--- config.mk ---
export PLATFORM = sky130hd
export DESIGN_NAME = noc_credit_inport
export DESIGN_NICKNAME = d
export VERILOG_FILES = /design/src/rtl/noc_credit_inport.sv
export SDC_FILE = /design/constraint.sdc
export NUM_CORES = 1
export LEC_CHECK = 0
export ABC_AREA = 1
export BUFFER_PORTS_ARGS = -buffer_cell sky130_fd_sc_hd__buf_2
export CAP_MARGIN = 20
export CORE_ASPECT_RATIO = 0.75
export CORE_MARGIN = 10
export CORE_UTILIZATION = 39
export CTS_CLUSTER_SIZE = 14
export DETAILED_ROUTE_END_ITERATION = 10
export PLACE_DENSITY = 0.59
export SLEW_MARGIN = 20
export SYNTH_ARGS = -nofsm -noshare
export SYNTH_HDL_FRONTEND = slang
export SYNTH_SLANG_ARGS = --single-unit
--- constraint.sdc ---
create_clock -name clk -period 5.3 [get_ports clk]
set_input_delay 1.06 -clock clk [delete_from_list [all_inputs] [get_ports clk]]
set_output_delay 1.06 -clock clk [all_outputs]
set_load 0.05 [all_outputs]
--- src/rtl/noc_credit_inport.sv ---
// Credit-flow-controlled NoC input port: DEPTH-entry register FIFO, XY route of head flit, credit return.
// Optional statistics (flit_cnt, max_occ) are built when NOC_INPORT_STATS_EN is defined.
`timescale 1ns/1ps
module noc_credit_inport #(
  parameter int DEPTH    = 4,
  parameter int DATA_W   = 20,
  parameter int NODE_ID  = 14,
  parameter int MESH_DIM = 4
) (
  input  logic              clk,
  input  logic              RST,
  input  logic [DATA_W-1:0] datain,
  input  logic              in_valid,
  output logic [DATA_W-1:0] dataout,
  output logic              out_valid,
  input  logic              out_ready,
  output logic [4:0]        out_dir,
  output logic              credit_out,
`ifdef NOC_INPORT_STATS_EN
  output logic              overflow,
  output logic [15:0]       flit_cnt,
  output logic [$clog2(DEPTH+1)-1:0] max_occ
`else
  output logic              overflow
`endif
);

  localparam int PTR_W = (DEPTH > 1) ? $clog2(DEPTH) : 1;
  localparam int CNT_W = $clog2(DEPTH+1);
  localparam int ID_W  = $clog2(MESH_DIM*MESH_DIM);

  logic [DATA_W-1:0] mem [DEPTH];
  logic [PTR_W-1:0]  wptr, rptr;
  logic [CNT_W-1:0]  count, count_nxt;
  logic              full, pop, push_ok;

  function automatic logic [PTR_W-1:0] ptr_inc(input logic [PTR_W-1:0] p);
    return (p == PTR_W'(DEPTH-1)) ? '0 : p + 1'b1;
  endfunction

  // Dimension-ordered routing: resolve X first, then Y.
  function automatic logic [4:0] xy_route(input logic [ID_W-1:0] dest);
    int signed dx, dy, sx, sy;
    dx = int'(dest) % MESH_DIM;
    dy = int'(dest) / MESH_DIM;
    sx = NODE_ID % MESH_DIM;
    sy = NODE_ID / MESH_DIM;
    if (dx > sx)      return 5'b01000;
    else if (dx < sx) return 5'b10000;
    else if (dy > sy) return 5'b00100;
    else if (dy < sy) return 5'b00010;
    else              return 5'b00001;
  endfunction

  assign full      = (count == CNT_W'(DEPTH));
  assign out_valid = (count != '0);
  assign pop       = out_valid & out_ready;
  // A full FIFO still accepts a push when the head leaves in the same cycle.
  assign push_ok   = in_valid & (~full | pop);
  assign dataout   = mem[rptr];
  assign out_dir   = out_valid ? xy_route(dataout[DATA_W-1 -: ID_W]) : 5'b00000;

  always_comb begin
    count_nxt = count;
    if (push_ok && !pop)      count_nxt = count + 1'b1;
    else if (!push_ok && pop) count_nxt = count - 1'b1;
  end

  always_ff @(posedge clk or posedge RST) begin
    if (RST) begin
      wptr       <= '0;
      rptr       <= '0;
      count      <= '0;
      credit_out <= 1'b0;
      overflow   <= 1'b0;
      for (int i = 0; i < DEPTH; i++) mem[i] <= '0;
    end else begin
      credit_out <= pop;
      count      <= count_nxt;
      if (push_ok) begin
        mem[wptr] <= datain;
        wptr      <= ptr_inc(wptr);
      end
      if (pop) rptr <= ptr_inc(rptr);
      if (in_valid && full && !pop) overflow <= 1'b1;
    end
  end

`ifdef NOC_INPORT_STATS_EN
  always_ff @(posedge clk or posedge RST) begin
    if (RST) begin
      flit_cnt <= '0;
      max_occ  <= '0;
    end else begin
      if (push_ok) flit_cnt <= flit_cnt + 16'd1;
      if (count_nxt > max_occ) max_occ <= count_nxt;
    end
  end
`endif

endmodule

# Word level (Yosys, flattened, before mapping)
# Cells that the tools add are included.
# W data, S select, Z words.
dict set report word_totals {
  reg_bits 89
  input_bits 24
  out_inout_bits 28
  elab_cells 53
}
dict set report classes {
  addsub 4
  order_cmp 7
  n_eq_ne 3
  mux 15
  bitwise_logic 6
  n_reduce_logical 9
}
# cell n
set ops {}
lappend ops {{$bwmux W80} 1}
lappend ops {{$mux W20} 3}
lappend ops {{$bmux W20 S2} 1}
lappend ops {{$demux W20 S2} 1}
lappend ops {{$mux W5} 3}
lappend ops {{$mux W3} 3}
lappend ops {{$ge A3 B3 Y1 const B} 2}
lappend ops {{$mux W2} 3}
lappend ops {{$not A2 Y3} 2}
lappend ops {{$logic_and A1 B1 Y1} 5}
lappend ops {{$add A2 B1 Y2 const B} 2}
lappend ops {{$eq A2 B2 Y1 const B} 2}
lappend ops {{$gt A2 B2 Y1 const B} 2}
lappend ops {{$lt A2 B2 Y1 const B} 2}
lappend ops {{$add A3 B1 Y3 const B} 1}
lappend ops {{$eq A3 B3 Y1 const B} 1}
lappend ops {{$lt A3 B1 Y1 const B} 1}
lappend ops {{$reduce_bool A3 Y1} 1}
lappend ops {{$sub A3 B1 Y3 const B} 1}
lappend ops {{$and A1 B1 Y1} 2}
lappend ops {{$logic_not A1 Y1} 2}
lappend ops {{$reduce_bool A2 Y1} 1}
lappend ops {{$not A1 Y1} 1}
lappend ops {{$or A1 B1 Y1} 1}

# Depth between registers and ports, before layout
# Gate-level depths: netlist of run 1.
dict set report depth {
  depth_word 10
  depth_mapped 12
  mapped_depth_nobuf 12
}

# Least setup slack after synthesis of run 1
# No wires, ideal clock.
dict set report synth_path {
  path_kind {reg-to-output}
  from {reg rptr[1]}
  to {out out_dir[0]}
  arrival_time_ns 1.836
  required_time_ns 4.240
  setup_slack_ns 2.404
  stages_incl_launch_ff 7
  path_buffers 1
  cell_sequence {dfrtp_1 -> inv_1 -> buf_2 -> nand2_1 -> nand2_1 -> nand2_1 -> nor2_1}
}
dict set report synth_via {
  elab_chain_len 10
  elab_cells_between_ends 13
  classes_between {order compare (4); mux (8); bitwise (1)}
}
# item line_no
set synth_lines {}
lappend synth_lines {{start, declared} 33} ;# logic [PTR_W-1:0] wptr, rptr;
lappend synth_lines {{start signal, assigned} 84} ;# if (pop) rptr <= ptr_inc(rptr);
lappend synth_lines {{$not A2 Y3 (not written as such) (*)} 60} ;# assign dataout = mem[rptr];
lappend synth_lines {{$bmux W20 S2 (*)} 60}
lappend synth_lines {{$mux W20 (not written as such) (*) (2 in a row)} 60}
lappend synth_lines {{net dataout[18]} 14} ;# output logic [DATA_W-1:0] dataout,
lappend synth_lines {{$lt A2 B2 Y1} 51} ;# else if (dy < sy) return 5'b00010;
lappend synth_lines {{$mux W2} 51}
lappend synth_lines {{$mux W3 (*)} 50} ;# else if (dy > sy) return 5'b00100;
lappend synth_lines {{$mux W5 (*)} 49} ;# else if (dx < sx) return 5'b10000;
lappend synth_lines {{$mux W5 (*)} 48} ;# if (dx > sx) return 5'b01000;
lappend synth_lines {{$mux W5 (*)} 61} ;# assign out_dir = out_valid ? xy_route(dataout[DATA_W-1 -: ID_W]) : 5'b00000;
lappend synth_lines {{end, declared} 17} ;# output logic [4:0] out_dir,
# The timed path passes the listed nets; every way through them passes the cells marked *. The select of a mux whose other input is x is not followed.

# Final worst setup path of run 1
dict set report layout_path {
  from {reg rptr[1]}
  to {out out_dir[0]}
}
dict set report layout_via {
  elab_chain_len 10
  elab_cells_between_ends 13
  classes_between {order compare (4); mux (8); bitwise (1)}
}
# item line_no
set layout_lines {}
lappend layout_lines {{$not A2 Y3 (not written as such) (*)} 60}
lappend layout_lines {{$bmux W20 S2 (*)} 60}
lappend layout_lines {{$mux W20 (not written as such) (*) (2 in a row)} 60}
lappend layout_lines {{$lt A2 B2 Y1} 51}
lappend layout_lines {{$mux W2} 51}
lappend layout_lines {{$mux W3} 50}
lappend layout_lines {{$mux W5} 49}
lappend layout_lines {{$mux W5 (*)} 48}
lappend layout_lines {{$mux W5 (*)} 61}
# Every way passes the cells marked *; elsewhere a longest branch is shown, timed or not. The select of a mux whose other input is x is not followed.

==> results of run 1 <==
==> worst max-delay path: cells and delay by family (launching register included) <==
family                 cells  cell delay, ns
AND/OR/NAND/NOR            4            0.47
flip-flops                 1            0.89
buffers and inverters      3            0.96
==> cell type report <==
cell class              instances  area share [%]
inverters                      36           2.694
well taps                     162           4.004
repair buffers                 52           5.240
clock inverters                 5           1.112
multi-input cells             319           38.36
clock buffers                  11           4.597
flip-flops and latches         89           43.99
==> synthesized netlist by cell type (all sizes together) <==
library cell | instances | share of area, %
nand2 | 120 | 13
o21ai | 116 | 18
dfrtp | 89 | 49
nor2 | 42 | 3.8
inv | 36 | 3.0
buf | 24 | 5.1
o22ai | 16 | 2.2
nand3 | 13 | 2.6
ha | 6 | 1.6
clkbuf | 5 | 0.41
a21oi | 1 | 0.11
a31o | 1 | 0.19
conb | 1 | 0.082
fa | 1 | 0.44
xnor2 | 1 | 0.19
xor2 | 1 | 0.19
==> path summary, 6_finish.rpt <==
path                       startpoint          to  slack [ns]  cells after the start
max                           rptr[1]  out_dir[0]        1.59                      7
min                          overflow    overflow        0.48                      1
min in group asynchronous         RST     mem[68]        0.87                      2
max reg2reg                  count[0]    count[2]        3.34                     10
min reg2reg                  overflow    overflow        0.48                      1
max in group asynchronous         RST     mem[38]        3.37                      3
==> report_power, final <==
part | internal (mW) | switching, mW
combinational | 0.592 | 1.44
sequential | 0.994 | 0.230
clock | 0.365 | 0.260
==> stage by stage <==
stage / power (mW) / worst slack [ns] / hold WS (ns) / instance area, sq um / std cells
finish: 3.878 / 1.592 / 0.4774 / 5062 / 674
global route: 4.173 / 1.348 / 0.4955 / 5062 / 674
floorplan: 2.912 / 1.933 / 0.4556 / 4557 / 473
detailed placement: 3.283 / 1.963 / 0.4619 / 4773 / 658
global placement: 3.242 / 2.015 / 0.4496 / 4773 / 658
CTS: 3.922 / 1.611 / 0.4787 / 5062 / 674
==> per-layer routing <==
metal / share of wire (%) / up-vias / GRT usage [%]
li1: - / 1614 / -
met1: 48 / 1574 / 17.29
met2: 46 / 55 / 19.96
met3: 5.5 / 2 / 4.942
met4: 0.37 / 0 / 2.419
met5: 0 / - / 0
==> logic make-up (layout without fill, tap and decap cells) <==
family                   Yosys count  count (layout)  share of synthesized area (%)
AO/OA/AOI/OAI                    134             134                          20.18
XOR/XNOR                           2               2                         0.3845
adder cells (fa/ha/maj)            7               7                          2.087
buffers and inverters             65             104                          8.512
flip-flops                        89              89                          48.87
other                              1               1                        0.08229
AND/OR/NAND/NOR                  175             175                          19.88
==> cells in the final DEF, fill, tap and decap left out, drive strengths merged <==
cell	count
a21oi	1
a31o	1
buf	52
bufinv	1
clkbuf	11
clkinv	4
clkinvlp	1
conb	1
dfrtp	89
fa	1
ha	6
inv	35
nand2	120
nand3	13
nor2	42
o21ai	116
o22ai	16
xnor2	1
xor2	1
==> flip-flops by register name (all words and copies together) (netlist names) <==
name,flops
credit_out,1
mem,80
overflow,1
rptr,2
count,3
wptr,2
==> tab_implementation.tex, run 1 <==
\begin{tabular}{lr}
\hline
Metric & Value \\
\hline
\multicolumn{2}{l}{\textbf{Floorplanning}} \\
\quad Core footprint & 0.01153 sq mm \\
\quad Placement Rows & 34 \\
\quad X dimension of the die & 144.8 um \\
\quad Vert. Die Dim & approximately 110 um \\
\quad Die outline area & 0.01645 sq mm \\
\quad Initial core utilization & about two fifths \\
\quad I/O Pins & 52 \\
\multicolumn{2}{l}{\textbf{STA}} \\
\quad Period Utilization, post-route & 69.97\% \\
\quad Unrepaired setup endpoints after global routing & false \\
\quad Final critical path time including I/O delays and setup & 3.708 ns \\
\quad Clock skew & 0.007088 ns \\
\quad Number of failing setup endpoints in the final timing report & 0 \\
\quad Fmax & roughly 270 MHz \\
\quad Worst-Margin Slew & 0.8739 ns \\
\quad Count of pins over their slew limit & 0 \\
\quad Normalized max-slew margin & 41.67\% \\
\quad Setup TNS Final & 0 ns \\
\quad Final Hold Vio Count & 0 \\
\multicolumn{2}{l}{\textbf{Clock tree}} \\
\quad Setup Buffers After CTS & 0 \\
\quad Clock network latency to the later pin of the worst-skew pair & 0.34 ns \\
\quad Sinks on Clock Net & 89 \\
\quad Maximum clock insertion buffer count & 2 \\
\quad TritonCTS clock tree & done \\
\quad Hold\_buf cts & 0 \\
\quad CTS Root Cell & sky130\_fd\_sc\_hd\_\_clkbuf\_16 \\
\quad CTS resizes & 0 \\
\quad Clock buffers created by TritonCTS & 9 \\
\quad Register clock-pin slew on the reported worst setup and hold paths & 0.06 ns \\
\quad H-tree level count & 3 \\
\multicolumn{2}{l}{\textbf{Power}} \\
\quad Static leakage & 2.411 nW \\
\quad Power per cell area & 766.1 mW/mm\^{}2 \\
\quad Worst-case vdd ir drop & roughly 0.73 mV \\
\multicolumn{2}{l}{\textbf{Yosys}} \\
\quad YS warnings & 0 \\
\quad Synthesized area & between 0.004 and 0.005 sq mm \\
\quad Sequential share of the synthesized area & 48.87\% \\
\quad Post-synthesis average cell area & 9.634 sq um \\
\quad Number of library cell types mapped by synthesis & 26 \\
\quad Post-synthesis register bit count & 89 \\
\quad Post-synthesis instance total & 473 \\
\quad Synthesized netlist net count & 504 \\
\multicolumn{2}{l}{\textbf{Route}} \\
\quad DRC violations left & 0 \\
\quad Iteration count of the initial detailed-routing pass & 4 \\
\quad Detailed-route vias per instance & roughly 4.8 \\
\quad Wirelength per Cell & 14.85 um \\
\quad Via count & $\sim$3,200 \\
\quad Antenna viol nets, final & 0 \\
\quad Initial detailed-routing violation count & 176 \\
\quad Wirelength, routed & 10,010 um \\
\multicolumn{2}{l}{\textbf{Layout}} \\
\quad Area taken by multi-input logic gates & about 0.0019 sq mm \\
\quad Number of nets in the final layout & between 500 and 600 \\
\quad Sequential cell area & $\sim$0.0022 sq mm \\
\quad Fraction of final layout cells sized beyond drive strength 1 & 39.26\% \\
\quad Number of filler cells placed in the layout & 1,137 \\
\quad Synthesis-to-finish area growth & 11.09\% \\
\quad Core utilization of the finished layout & between 40 and 50\% \\
\quad Antenna diode instance count & 0 \\
\multicolumn{2}{l}{\textbf{Critical path}} \\
\quad Critical path data arrival time & 2.65 ns \\
\quad Critical-path maximum fanout & 23 \\
\quad Ordered list of cells on the worst path & inv\_1 -> nand3\_1 -> nand2\_1 -> inv\_2 -> nand2\_1 -> nor2\_1 -> buf\_2 \\
\quad Setup crit start kind & register \\
\quad Critical-path cell with the highest stage delay & sky130\_fd\_sc\_hd\_\_dfrtp\_1 \\
\quad Crit. End Element & output port \\
\quad Crit path top cell by count & sky130\_fd\_sc\_hd\_\_nand2\_1 \\
\quad Crit-path max cell delay & 0.89 ns \\
\quad Worst setup path category & register to output port \\
\quad CP required & around 4.2 ns \\
\multicolumn{2}{l}{\textbf{Placed design}} \\
\quad Weighted congestion reported at the end of routability-driven placement & 0.7402 \\
\quad Total of buffers placed on input and output ports & 50 \\
\quad DPL Wire Length & about 6200 um \\
\multicolumn{2}{l}{\textbf{Global route}} \\
\quad Global router's overall resource usage & 13.02\% \\
\quad Total grt overflow & 0 \\
\quad Number of global-route vias before repair & 3,332 \\
\quad Largest net degree at the start of global routing & 50 \\
\quad Global-route wire length before repair & between 15,000 and 20,000 um \\
\quad Number of antenna violations at the first check in global routing & 0 \\
\multicolumn{2}{l}{\textbf{Worst hold path}} \\
\quad Hold/Removal Path Class & register to register \\
\multicolumn{2}{l}{\textbf{Flow run}} \\
\quad Max Cap Viol & 0 \\
\multicolumn{2}{l}{\textbf{Outcome}} \\
\quad Run status & finished clean \\
\hline
\end{tabular}
No activity file was read; power rests on OpenSTA's default activity.
==> run 2, diff against run 1 <==
--- a/config.mk
+++ b/config.mk
@@ -5,7 +5,7 @@
 export SDC_FILE = /design/constraint.sdc
 export NUM_CORES = 1
 export LEC_CHECK = 0
-export ABC_AREA = 1
+export ABC_AREA = 0
 export BUFFER_PORTS_ARGS = -buffer_cell sky130_fd_sc_hd__buf_2
 export CAP_MARGIN = 20
 export CORE_ASPECT_RATIO = 0.75
==> constraint.sdc (replaced) <==
create_clock -name clk -period 3.7 [get_ports clk]
set_input_delay 0.74 -clock clk [delete_from_list [all_inputs] [get_ports clk]]
set_output_delay 0.74 -clock clk [all_outputs]
set_load 0.05 [all_outputs]
==> run 2 against run 1 <==
Effect of this change: highest routed layer unchanged; critical path depth fell by 3; critical endpoint is now out_dir[1]; die area fell by 1.6%; first-iteration DRC count fell by 17%; critical path type unchanged; hold slack improved by 0.0022 ns; non-clock buffer count rose by 3; synthesized cell count fell by 47%; clock-buffer cell count fell by 1.
==> tab_implementation.tex, run 2 <==
\begin{tabular}{lr}
\hline
Metric & Value \\
\hline
\multicolumn{2}{l}{\textbf{Route}} \\
\quad Via count & 2,270 (-30\%) \\
\quad DRC violations left & 0 (unchanged) \\
\quad Iteration count of the initial detailed-routing pass & 4 (unchanged) \\
\quad Wirelength per Cell & 19.84 um (+34\%) \\
\quad Detailed-route vias per instance & 5.078 (+5.5\%) \\
\quad Wirelength, routed & 8867 um (-11\%) \\
\quad Initial detailed-routing violation count & 146 (-17\%) \\
\quad Antenna viol nets, final & 0 (unchanged) \\
\multicolumn{2}{l}{\textbf{Placed design}} \\
\quad Total placed instance area & 0.004730 sq mm (-0.92\%) \\
\quad Weighted congestion reported at the end of routability-driven placement & 0.7496 (+1.3\%) \\
\quad Placed cell count & 431 (-34\%) \\
\quad DPL Wire Length & 5761 um (-6.4\%) \\
\quad Total of buffers placed on input and output ports & 50 (unchanged) \\
\multicolumn{2}{l}{\textbf{Global route}} \\
\quad Largest net degree at the start of global routing & 46 (-8.0\%) \\
\quad Global-route wire length before repair & 14,620 um (-14\%) \\
\quad Number of global-route vias before repair & 2,580 (-23\%) \\
\quad Global router's overall resource usage & 11.55\% (-1.5 points) \\
\quad Number of antenna violations at the first check in global routing & 0 (unchanged) \\
\quad Total grt overflow & 0 (unchanged) \\
\multicolumn{2}{l}{\textbf{Yosys}} \\
\quad Area share of fa/ha/maj cells after synthesis & 2.126\% (+0.040 points) \\
\quad Cell type with the highest aggregate area in the netlist & sky130\_fd\_sc\_hd\_\_dfrtp\_1 \\
\quad Top post-synthesis cells by area & sky130\_fd\_sc\_hd\_\_dfrtp\_1 50\%, sky130\_fd\_sc\_hd\_\_mux2\_4 27\%, sky130\_fd\_sc\_hd\_\_mux4\_2 9.1\%, sky130\_fd\_sc\_hd\_\_buf\_12 3.6\%, sky130\_fd\_sc\_hd\_\_ha\_1 1.7\% \\
\quad Number of enable flip-flop cells after synthesis & 0 (unchanged) \\
\quad Dominant cell by count in the synthesized netlist & sky130\_fd\_sc\_hd\_\_dfrtp\_1 \\
\quad Synthesized-area fraction occupied by xor and xnor cells & 0.5876\% (+0.20 points) \\
\quad Largest family of logic cells by synthesized area & multiplexers \\
\quad Post-synthesis register bit count & 89 (unchanged) \\
\quad Area share of the leading cell type in the synthesized netlist & 49.80\% (+0.93 points) \\
\quad Synthesized area & 0.004472 sq mm (-1.9\%) \\
\quad Number of library cell types mapped by synthesis & 27 (+3.8\%) \\
\quad Synthesized netlist net count & 283 (-44\%) \\
\quad Ys async rst share & 100.0\% (unchanged) \\
\quad Prevailing post-synth register cell & sky130\_fd\_sc\_hd\_\_dfrtp\_1 \\
\quad YS warnings & 0 (unchanged) \\
\quad Post-synthesis simple-gate area fraction & 3.134\% (-17 points) \\
\quad Complex-gate fraction of the synthesized area & 0.4477\% (-20 points) \\
\quad Proportion of synthesized area in mux cells & 38.53\% (+39 points) \\
\quad Ranking of synthesized cells by instance count & 89 x sky130\_fd\_sc\_hd\_\_dfrtp\_1, 80 x sky130\_fd\_sc\_hd\_\_mux2\_4, 18 x sky130\_fd\_sc\_hd\_\_mux4\_2 \\
\quad Sequential share of the synthesized area & 49.80\% (+0.93 points) \\
\quad Post-synthesis average cell area & 17.75 sq um (+84\%) \\
\quad Post-synthesis instance total & 252 (-47\%) \\
\multicolumn{2}{l}{\textbf{Layout}} \\
\quad Antenna diode instance count & 0 (unchanged) \\
\quad Number of nets in the final layout & 333 (-38\%) \\
\quad Most common library cell in the layout ignoring fill and taps & sky130\_fd\_sc\_hd\_\_dfrtp\_1 \\
\quad Synthesis-to-finish area growth & 12.73\% \\
\quad Highest-count cells in the layout ignoring fill and taps & 89 x sky130\_fd\_sc\_hd\_\_dfrtp\_1, 80 x sky130\_fd\_sc\_hd\_\_mux2\_4, 50 x sky130\_fd\_sc\_hd\_\_buf\_2 \\
\quad Top Registers & mem: 80 flops, count: 3 flops \\
\quad Register bank with the most flops & mem \\
\quad Fraction of final layout cells sized beyond drive strength 1 & 58.96\% (+20 points) \\
\quad Post-route cell area & 0.005041 sq mm (-0.42\%) \\
\quad Number of non-filler instances in the completed layout & 447 (-34\%) \\
\quad Number of flip-flops under the largest register name & 80 (unchanged) \\
\multicolumn{2}{l}{\textbf{Critical path}} \\
\quad Crit. End Element & output port \\
\quad CP required & 2.96 ns (-1.28 ns) \\
\quad Worst setup path category & register to output port \\
\quad Critical-path maximum fanout & 8 (-65\%) \\
\quad Critical path data arrival time & 2.27 ns (-0.38 ns) \\
\quad Launch point of the critical path & rptr[1] \\
\quad Setup crit start kind & register \\
\quad RR Startpoint & count[0] \\
\multicolumn{2}{l}{\textbf{Clock tree}} \\
\quad TritonCTS clock tree & done \\
\quad Hold\_buf cts & 0 (unchanged) \\
\quad Clock network latency to the later pin of the worst-skew pair & 0.34 ns (about the same) \\
\quad Clock buffers created by TritonCTS & 9 (unchanged) \\
\quad CTS Root Cell & sky130\_fd\_sc\_hd\_\_clkbuf\_16 \\
\quad Sinks on Clock Net & 89 (unchanged) \\
\quad H-tree level count & 3 (unchanged) \\
\quad CTS resizes & 0 (unchanged) \\
\quad Register clock-pin slew on the reported worst setup and hold paths & 0.06 ns (about the same) \\
\quad Setup Buffers After CTS & 0 (unchanged) \\
\quad Maximum clock insertion buffer count & 2 (unchanged) \\
\multicolumn{2}{l}{\textbf{Floorplanning}} \\
\quad Initial core utilization & 40.41\% (+0.88 points) \\
\quad Die outline area & 0.01619 sq mm (-1.6\%) \\
\quad I/O Pins & 52 (unchanged) \\
\quad Placement Rows & 33 (-2.9\%) \\
\quad Vert. Die Dim & 112.7 um (-0.77\%) \\
\quad X dimension of the die & 143.6 um (-0.81\%) \\
\quad Core footprint & 0.01107 sq mm (-4.0\%) \\
\multicolumn{2}{l}{\textbf{STA}} \\
\quad Normalized max-slew margin & 48.57\% (+6.9 points) \\
\quad Count of pins over their slew limit & 0 (unchanged) \\
\quad Unrepaired setup endpoints after global routing & false \\
\quad Clock skew & 0.01008 ns (+0.002991 ns) \\
\quad Setup TNS Final & 0 ns (unchanged) \\
\quad Fmax & 332.1 MHz \\
\quad Final critical path time including I/O delays and setup & 3.011 ns \\
\quad Worst-Margin Slew & 0.7706 ns (-0.1033 ns) \\
\quad Number of failing setup endpoints in the final timing report & 0 (unchanged) \\
\quad Hold slack & 0.4796 ns (+0.002193 ns) \\
\quad Period Utilization, post-route & 81.37\% \\
\quad Final Hold Vio Count & 0 (unchanged) \\
\multicolumn{2}{l}{\textbf{Outcome}} \\
\quad Run status & finished clean \\
\multicolumn{2}{l}{\textbf{Flow run}} \\
\quad Max Cap Viol & 0 (unchanged) \\
\multicolumn{2}{l}{\textbf{Worst hold path}} \\
\quad Hold/Removal Path Class & register to register \\
\quad Hold Crit Start & overflow \\
\hline
\end{tabular}
run 2: cell types whose count changed after synthesis, sizes merged, moves of 18 or more:
cell,change
o21ai,-116
nor2,-38
mux2,+85
nand2,-117
mux4,+18
inv,-28
run 2: cells by family after synthesis:
group / Yosys count
flops: 89
compound gates: 3
fa+ha+maj: 7
mux: 109
simple gates: 16
other cells: 1
buf+inv: 24
xor+xnor: 3
run 2: path summary, 6_finish.rpt:
| check | to | slack, ns | depth (start not counted) |
|---|---|---|---|
| worst min-delay path | overflow | 0.48 | 1 |
| min in group asynchronous | mem[29] | 0.51 | 2 |
| worst max-delay path | out_dir[1] | 0.69 | 4 |
| worst max register to register | count[2] | 1.27 | 9 |
| worst min register to register | overflow | 0.48 | 1 |
| max in group asynchronous | mem[77] | 2.36 | 3 |
run 2: area by class of cell:
cell class	count	area, sq um
well taps	140	175.2
clock inverters	6	72.57
inverters	8	31.28
clock buffers	10	239.0
multi-input cells	139	2008
flip-flops and latches	89	2227
repair buffers	55	287.8
fillers	944	6025
run 2: worst max-delay path, stage by stage, from the launching register on:
cell	delay, ns
sky130_fd_sc_hd__dfrtp_1	0.59
sky130_fd_sc_hd__mux2i_1	0.28
sky130_fd_sc_hd__or4b_2	0.62
sky130_fd_sc_hd__a21boi_0	0.16
sky130_fd_sc_hd__buf_2	0.28
run 2: metrics by stage:
stage                     setup WS (ns)  util (%)
after floorplan                  0.4099         -
after CTS                        0.6575     45.56
final                            0.6892     45.56
after global placement            1.018     42.74
after global routing             0.5644     45.56
after detailed placement         0.9791     42.74
run 2: routing by layer:
layer	routed length (um)	global-route usage (%)	part of all wire (%)	up-vias
met5	0	0	0	-
met4	69	2.240	0.78	0
met3	307	4.137	3.5	5
met2	4204	18.06	47	35
met1	4286	15.21	48	1224
li1	-	-	-	1006
Power of run 2 is not shown: default switching activity piles up to over one toggle a cycle in this logic, so the estimate is an artifact.
==> run 3, diff against run 2 <==
--- a/config.mk
+++ b/config.mk
@@ -13,7 +13,7 @@
 export CORE_UTILIZATION = 39
 export CTS_CLUSTER_SIZE = 14
 export DETAILED_ROUTE_END_ITERATION = 10
-export PLACE_DENSITY = 0.59
+export PLACE_DENSITY = 0.61
 export SLEW_MARGIN = 20
 export SYNTH_ARGS = -nofsm -noshare
 export SYNTH_HDL_FRONTEND = slang
==> constraint.sdc (replaced) <==
create_clock -name clk -period 2.45 [get_ports clk]
set_input_delay 0.49 -clock clk [delete_from_list [all_inputs] [get_ports clk]]
set_output_delay 0.49 -clock clk [all_outputs]
set_load 0.05 [all_outputs]
==> run 3 against run 2 <==
Effect of this change: wire length increased by 2.5%; utilization increased by 1.8 points; global-route usage increased by 0.26 points; final cell count increased by 3.6%; die area unchanged; critical path depth increased by 1; clock skew decreased by 0.0066 ns; sequential share of layout area decreased by 1.6 points; clock-buffer cell count decreased by 1; highest routed layer unchanged.
==> tab_implementation.tex, run 3 (synthesis results as in run 2) <==
\begin{tabular}{lr}
\hline
Metric & Value \\
\hline
\multicolumn{2}{l}{\textbf{Clock tree}} \\
\quad Clock buffers created by TritonCTS & 9 (unchanged) \\
\quad CTS Root Cell & sky130\_fd\_sc\_hd\_\_clkbuf\_16 \\
\quad H-tree level count & 3 (unchanged) \\
\quad Hold\_buf cts & 0 (unchanged) \\
\quad Clock network latency to the later pin of the worst-skew pair & 0.34 ns (about the same) \\
\quad Maximum clock insertion buffer count & 2 (unchanged) \\
\quad Register clock-pin slew on the reported worst setup and hold paths & 0.06 ns (about the same) \\
\quad TritonCTS clock tree & done \\
\quad Sinks on Clock Net & 89 (unchanged) \\
\multicolumn{2}{l}{\textbf{Critical path}} \\
\quad Worst setup path category & register to output port \\
\quad CP top delay family & multiplexers \\
\quad Crit. End Element & output port \\
\quad CP required & 1.96 ns (-1.00 ns) \\
\quad RR Startpoint & count[0] \\
\quad Critical-path cell with the highest stage delay & sky130\_fd\_sc\_hd\_\_mux4\_2 \\
\quad Crit-path max cell delay & 0.54 ns (-0.08 ns) \\
\quad Worst Reg-to-Reg Cells & 7 (-2) \\
\quad Critical-path maximum fanout & 6 (-2) \\
\quad Endpoint of the worst-slack reg-to-reg timing path & count[1] \\
\quad Slack of the worst reg-to-reg path & 0.20 ns (-1.07 ns) \\
\quad Setup crit start kind & register \\
\quad CP bufs+invs & 2 (+1) \\
\quad Ordered list of cells on the worst path & buf\_8 -> mux4\_2 -> nand2\_4 -> a21boi\_2 -> buf\_6 \\
\quad Critical path data arrival time & 1.90 ns (-0.37 ns) \\
\multicolumn{2}{l}{\textbf{Floorplanning}} \\
\quad Vert. Die Dim & 112.7 um (unchanged) \\
\quad X dimension of the die & 143.6 um (unchanged) \\
\quad I/O Pins & 52 (unchanged) \\
\quad Core footprint & 0.01107 sq mm (unchanged) \\
\quad Die outline area & 0.01619 sq mm (unchanged) \\
\quad Placement Rows & 33 (unchanged) \\
\quad Initial core utilization & 40.41\% (unchanged) \\
\multicolumn{2}{l}{\textbf{Global route}} \\
\quad Total grt overflow & 0 (unchanged) \\
\quad Number of global-route vias before repair & 2,563 (-0.66\%) \\
\quad Global router's overall resource usage & 11.81\% (+0.26 points) \\
\quad Largest net degree at the start of global routing & 40 (-13\%) \\
\quad Number of antenna violations at the first check in global routing & 0 (unchanged) \\
\quad Global-route wire length before repair & 14,780 um (+1.1\%) \\
\multicolumn{2}{l}{\textbf{Layout}} \\
\quad Top Registers & mem: 80 flops, count: 3 flops \\
\quad Post-route cell area & 0.005243 sq mm (+4.0\%) \\
\quad Synthesis-to-finish area growth & 17.24\% \\
\quad Number of nets in the final layout & 350 (+5.1\%) \\
\quad Register bank with the most flops & mem \\
\quad Fraction of final layout cells sized beyond drive strength 1 & 64.40\% (+5.4 points) \\
\quad Antenna diode instance count & 0 (unchanged) \\
\quad Number of flip-flops under the largest register name & 80 (unchanged) \\
\quad Highest-count cells in the layout ignoring fill and taps & 87 x sky130\_fd\_sc\_hd\_\_dfrtp\_1, 80 x sky130\_fd\_sc\_hd\_\_mux2\_4, 48 x sky130\_fd\_sc\_hd\_\_buf\_2 \\
\quad Most common library cell in the layout ignoring fill and taps & sky130\_fd\_sc\_hd\_\_dfrtp\_1 \\
\multicolumn{2}{l}{\textbf{Route}} \\
\quad Detailed-route vias per instance & 4.998 (-1.6\%) \\
\quad Initial detailed-routing violation count & 90 (-38\%) \\
\quad Antenna viol nets, final & 0 (unchanged) \\
\quad DRC violations left & 0 (unchanged) \\
\quad Wirelength, routed & 9088 um (+2.5\%) \\
\quad Wirelength per Cell & 19.63 um (-1.0\%) \\
\quad Via count & 2,314 (+1.9\%) \\
\quad Iteration count of the initial detailed-routing pass & 4 (unchanged) \\
\multicolumn{2}{l}{\textbf{STA}} \\
\quad Setup TNS Final & 0 ns (unchanged) \\
\quad Final Hold Vio Count & 0 (unchanged) \\
\quad Count of pins over their slew limit & 0 (unchanged) \\
\quad Period Utilization, post-route & between 90\% and 100\% \\
\quad Post-route worst setup slack & 0.05571 ns (-0.6334 ns) \\
\quad Final critical path time including I/O delays and setup & 2.394 ns \\
\quad Number of failing setup endpoints in the final timing report & 0 (unchanged) \\
\quad Clock skew & 0.003524 ns (-0.006555 ns) \\
\quad Fmax & 417.7 MHz \\
\multicolumn{2}{l}{\textbf{Outcome}} \\
\quad Run status & finished clean \\
\multicolumn{2}{l}{\textbf{Placed design}} \\
\quad Total placed instance area & 0.004911 sq mm (+3.8\%) \\
\quad Post-place setup slack & 0.1175 ns (-0.8616 ns) \\
\quad Total of buffers placed on input and output ports & 50 (unchanged) \\
\quad DPL Wire Length & 6292 um (+9.2\%) \\
\quad Weighted congestion reported at the end of routability-driven placement & 0.7892 (+5.3\%) \\
\multicolumn{2}{l}{\textbf{Worst hold path}} \\
\quad Hold/Removal Path Class & input port to asynchronous set/reset pin \\
\multicolumn{2}{l}{\textbf{Flow run}} \\
\quad Max Cap Viol & 0 (unchanged) \\
\hline
\end{tabular}
==> run 3: timing repair <==
action | in CTS | in global routing
pin swaps | 1 | 0
resized for setup | 9 | 5
endpoints found under the setup margin | 13 | 4
hold endpoints to repair | 0 | 0
setup buffers | 1 | 1
==> run 3: how the worst max path moves through the flow <==
stage               from         end  slack (ns)  cells after the start
3_5_place_dp   out_ready    count[1]        0.12                      8
6_report         rptr[1]  out_dir[1]        0.06                      5
2_1_floorplan    rptr[1]  out_dir[1]       -0.23                      5
4_1_cts          rptr[1]  out_dir[1]       0.006                      5
3_3_place_gp   out_ready    count[1]        0.13                      8
5_1_grt          rptr[1]  out_dir[1]      -0.002                      5
==> run 3: metrics by stage <==
stage                     hold WS, ns  util, %  cells
after CTS                      0.1738    47.15    462
after global placement         0.4673    44.38    446
after global routing           0.1804    47.38    463
final                          0.1667    47.38    463
after detailed placement       0.4899    44.38    446
after floorplan                0.4562        -    252
==> run 3: cell type report <==
cell class              instances  area (sq um)
clock buffers                   9         225.2
clock inverters                 6         45.04
fillers                       950          5823
inverters                       8         33.78
multi-input cells             139          2064
flip-flops and latches         89          2230
well taps                     140         175.2
repair buffers                 72         469.2
==> run 3: layer usage <==
metal	share of wire [%]	global-route usage, %	vias up
li1	-	-	1042
met1	49	16.09	1226
met2	45	17.16	38
met3	4.7	4.262	8
met4	0.94	3.666	0
met5	0	0	-
Power of run 3 is left out for the same reason.
